<file path="src/rtl/mem_fifo_param.sv">
// Parametrised first-word-fall-through FIFO with occupancy level, almost-full/empty
// flags, synchronous flush and registered overflow/underflow pulses.
module mem_fifo_param #(
   parameter int  WIDTH      = 64,
   parameter int  DEPTH      = 4,
   parameter int  AFULL_LVL  = DEPTH-1,
   parameter int  AEMPTY_LVL = 1,
   localparam int ADDR_W     = $clog2(DEPTH)
) (
   input  logic              clk_i,
   input  logic              rst_ni,
   input  logic              flush_i,
   input  logic [WIDTH-1:0]  data_in_i,
   input  logic              push_i,
   input  logic              pop_i,
   output logic [WIDTH-1:0]  data_out_o,
   output logic              accept_o,
   output logic              valid_o,
   output logic [ADDR_W:0]   level_o,
   output logic              almost_full_o,
   output logic              almost_empty_o,
   output logic              overflow_o,
   output logic              underflow_o
);

   localparam logic [ADDR_W-1:0] PTR_ONE  = 1;
   localparam logic [ADDR_W:0]   CNT_ONE  = 1;
   localparam logic [ADDR_W:0]   CNT_FULL = (ADDR_W+1)'(DEPTH);
   localparam logic [ADDR_W:0]   AFULL_C  = (ADDR_W+1)'(AFULL_LVL);
   localparam logic [ADDR_W:0]   AEMPTY_C = (ADDR_W+1)'(AEMPTY_LVL);

   logic [WIDTH-1:0]  mem [DEPTH];
   logic [ADDR_W-1:0] rd_ptr, wr_ptr;
   logic [ADDR_W:0]   count;
   logic              overflow_q, underflow_q;
   logic              do_push, do_pop;

   // Handshake depends only on registered count, so no push/pop -> accept/valid path.
   assign valid_o        = (count != '0);
   assign accept_o       = (count != CNT_FULL);
   assign level_o        = count;
   assign almost_full_o  = (count >= AFULL_C);
   assign almost_empty_o = (count <= AEMPTY_C);
   assign data_out_o     = mem[rd_ptr];
   assign overflow_o     = overflow_q;
   assign underflow_o    = underflow_q;

   assign do_push = push_i & accept_o & ~flush_i;
   assign do_pop  = pop_i  & valid_o  & ~flush_i;

   // Storage is deliberately not reset; flush leaves contents untouched.
   always_ff @(posedge clk_i) begin
      if (do_push) mem[wr_ptr] <= data_in_i;
   end

   always_ff @(posedge clk_i or negedge rst_ni) begin
      if (!rst_ni) begin
         rd_ptr      <= '0;
         wr_ptr      <= '0;
         count       <= '0;
         overflow_q  <= 1'b0;
         underflow_q <= 1'b0;
      end else begin
         overflow_q  <= push_i & ~accept_o & ~flush_i;
         underflow_q <= pop_i  & ~valid_o  & ~flush_i;
         if (flush_i) begin
            rd_ptr <= '0;
            wr_ptr <= '0;
            count  <= '0;
         end else begin
            if (do_push) wr_ptr <= wr_ptr + PTR_ONE;
            if (do_pop)  rd_ptr <= rd_ptr + PTR_ONE;
            if (do_push && !do_pop)      count <= count + CNT_ONE;
            else if (!do_push && do_pop) count <= count - CNT_ONE;
         end
      end
   end

endmodule

</file>
<file path="config.mk">
export PLATFORM = sky130hd
export DESIGN_NAME = mem_fifo_param
export DESIGN_NICKNAME = d
export VERILOG_FILES = /design/src/rtl/mem_fifo_param.sv
export SDC_FILE = /design/constraint.sdc
export NUM_CORES = 1
export LEC_CHECK = 0
export ABC_AREA = 1
export BUFFER_PORTS_ARGS = -buffer_cell sky130_fd_sc_hd__buf_2
export CELL_PAD_IN_SITES_DETAIL_PLACEMENT = 0
export CELL_PAD_IN_SITES_GLOBAL_PLACEMENT = 1
export CORE_AREA = 5 5 190 192
export CTS_CLUSTER_SIZE = 28
export DETAILED_ROUTE_END_ITERATION = 8
export DIE_AREA = 0 0 195 197
export PLACE_DENSITY_LB_ADDON = 0.1
export SYNTH_ARGS = -nofsm -noshare
export SYNTH_HDL_FRONTEND = slang
export SYNTH_SLANG_ARGS = --single-unit
export TNS_END_PERCENT = 20
</file>
<file path="constraint.sdc">
create_clock -name clk_i -period 5.6 [get_ports clk_i]
set_clock_uncertainty 0.2 [all_clocks]
set_input_delay 1.12 -clock clk_i [delete_from_list [all_inputs] [get_ports clk_i]]
set_output_delay 1.12 -clock clk_i [all_outputs]
set_load 0.05 [all_outputs]
</file>
==> flow_metrics.env <==
export IMPL_cts_setup_buffers=0
export IMPL_tightest_slew_ns=1.06
export IMPL_cts_sinks=265
export IMPL_grt_pass1_vias=6501
export IMPL_initial_utilization=0.296
export IMPL_holdBufCountCts=0
export IMPL_final_setup_tns_ns=0
export IMPL_routabilityCongestion=0.704
export IMPL_vdd_drop_max_uv=243
export IMPL_worstPathRequired_ns=4.28
export IMPL_cap_violations=0
export IMPL_fin_crit_ns=4.34
export IMPL_tritoncts="built"
export IMPL_synthMostInstantiatedCell="edfxtp_1"
export IMPL_path_max_fanout=67
export IMPL_fin_ws_ns=1.26
export IMPL_fmax_ghz=0.230
export IMPL_path_depth=4
export IMPL_power_density_mw_per_mm2=516
export IMPL_drc=0
export IMPL_grt_overflow=0
export IMPL_antenna_found_initial=0
export IMPL_dp_hpwl_um=14900
export IMPL_diodes=0
export IMPL_endpoint="data_out_o[35]"
export IMPL_ff2ff_setup_slack_ns=2.59
export IMPL_synthFlopType="edfxtp_1"
export IMPL_status="complete, no violations"
export IMPL_clock_path_buffers=3
export IMPL_drive_above_1_share=0.248
export IMPL_grt_setup_unrepaired="no"
export IMPL_synth_common_cells="edfxtp_1, nor2_1, o21ai_0"
export IMPL_ys_warn_count=0
export IMPL_routedWlPerCell_um=19.4
export IMPL_path_buf_inv=2
export IMPL_power_w=0.00632
export IMPL_p_leak_nw=4.28
export IMPL_synth_compound_area_share=0.108
export IMPL_synth_area_mux_share=0
export IMPL_synth_edff_count=256
export IMPL_io_buffers=141
export IMPL_ys_ff_latch=265
export IMPL_core_area_mm2=0.0342
export IMPL_setup_viol=0
export IMPL_cpMaxStageDelayCell="dfrtp_4"
export IMPL_dieHeight_um=197
export IMPL_num_vias=6144
export IMPL_insertion_delay_ns=0.54
export IMPL_yosysSeqAreaShare=0.782
export IMPL_grt_max_degree=79
export IMPL_hp_class="input pin to asynchronous set/reset pin"
export IMPL_synth_top_family_by_area="compound AO/OA/AOI/OAI gates"
export IMPL_finalHoldViolations=0
export IMPL_ys_types=23
export IMPL_finish_utilization=0.358
export IMPL_ff2ff_path_depth=8
export IMPL_maxSlewHeadroom=0.294
export IMPL_syn_nets=777
export IMPL_yosys_area_share_adder=0.0111
export IMPL_end_kind="primary output"
export IMPL_synthesis_area_per_instance_um2=14.5
export IMPL_syn_area_mm2=0.0101
export IMPL_syn_inst=699
export IMPL_grt_pass1_wl_um=39000
export IMPL_crit_chain="buf_4 -> o21ai_0 -> o22ai_1 -> buf_2"
export IMPL_firstDrtPassIters=4
export IMPL_cp_slowest_stage_delay_ns=0.88
export IMPL_htreeDepth=1
export IMPL_synth_xor_area_frac=0.000866
export IMPL_whs_ns=0.228
export IMPL_post_place_ws_ns=1.79
export IMPL_synthSimpleGateAreaFrac=0.0658
export IMPL_drv_slew=0
export IMPL_synthArstFlopShare=0.0340
export IMPL_critical_path_startpoint="rd_ptr[0]$_DFFE_PN0P_"
export IMPL_wl_um=25700
export IMPL_arrival_ns=3.02
export IMPL_row_count=68
export IMPL_path_class="flip-flop to primary output"
export IMPL_synthTopCellsByArea="edfxtp_1, nor2_1, o21ai_0"
export IMPL_drt_iter0_drc=332
export IMPL_post_route_period_util=0.775
export IMPL_die_w_um=195
export IMPL_cts_buffers=30
export IMPL_synth_top_cell_area_share=0.760
export IMPL_cts_root_buf="clkbuf_16"
export IMPL_critPathLaunchType="flip-flop"
export IMPL_dieArea_mm2=0.0384
export IMPL_area_growth_pct=21.0
export IMPL_crit_family="buffers and inverters"
export IMPL_num_nets_final=920
export IMPL_synth_largest_area_cell="edfxtp_1"
export IMPL_r2r_end="mem[1][57]$_DFFE_PP_"
export IMPL_io_pins=142
export IMPL_worstReg2RegStart="level_o[0]$_DFFE_PN0P_"
export IMPL_post_cts_resized=0
export IMPL_clk_pin_slew_ns=0.06
export IMPL_track_usage=0.130
export IMPL_antenna_left=0
export IMPL_vias_per_cell=4.65
[worst min path at each step]
stage	from	to	slack, ns	cells after the start
floorplan	wr_ptr[1]$_DFFE_PN0P_	wr_ptr[1]$_DFFE_PN0P_	0.38	2
CTS	rst_ni	rd_ptr[0]$_DFFE_PN0P_	0.21	1
global route	rst_ni	rd_ptr[0]$_DFFE_PN0P_	0.22	1
finish	rst_ni	rd_ptr[0]$_DFFE_PN0P_	0.23	1
detailed placement	level_o[1]$_DFFE_PN0P_	level_o[1]$_DFFE_PN0P_	0.37	2
global placement	level_o[1]$_DFFE_PN0P_	level_o[1]$_DFFE_PN0P_	0.37	2
[registers in the layout (all words and copies together) (netlist names)]
| register | count |
|---|---|
| rd_ptr | 2 |
| mem | 256 |
| overflow_o | 1 |
| wr_ptr | 2 |
| underflow_o | 1 |
| level_o | 3 |
[report_power, final]
part,total (W),internal (W),leakage [nW],switching [W]
clock,0.00184,0.00107,0.463,0.000765
sequential,0.00241,0.00231,2.44,0.0000941
combinational,0.00208,0.000434,1.38,0.00165
total,0.00632,0.00382,4.28,0.00251
[placed cells by master, fill, tap and decap left out, types with 5 or more instances in the layout]
cell type	netlist	layout
buf_4	5	8
clkinv_2	0	8
nor2_1	135	131
inv_1	12	11
dfrtp_1	9	7
nand2_1	16	16
ha_1	9	9
clkbuf_16	0	30
o21ai_0	82	82
o22ai_1	64	64
clkinv_1	0	9
nand3_1	5	5
o21ai_1	51	51
buf_2	3	141
edfxtp_1	256	256
[logic make-up after synthesis]
| family | count (synthesis) |
|---|---|
| DFF | 265 |
| buffers and inverters | 58 |
| and+or+nand+nor | 164 |
| adders and majority gates | 9 |
| AOI/OAI and AO/OA | 202 |
| xor gates and xnor gates | 1 |
[area by class of cell]
cell class,instances,area (µm²)
clock buffers,33,762
clock inverters,23,175
fillers,3340,22000
inverters,16,62.6
flip-flops and latches,265,7920
well taps,455,569
multi-input cells,376,1910
repair buffers,153,846
[through the flow]
step	area [µm²]	cells
final	12200	1321
after floorplan	10100	699
after global routing	12200	1321
after global placement	11300	1265
after CTS	12200	1321
after detailed placement	11300	1265
[metal layers]
layer  up-vias  routed length [µm]  global-route usage
li1       2900                   -                   -
met1      3091               11400               0.168
met2       124               12800               0.229
met3        29                 993              0.0239
met4         0                 411              0.0279
met5         -                   0                   0
(Power assumes the default switching activity.)
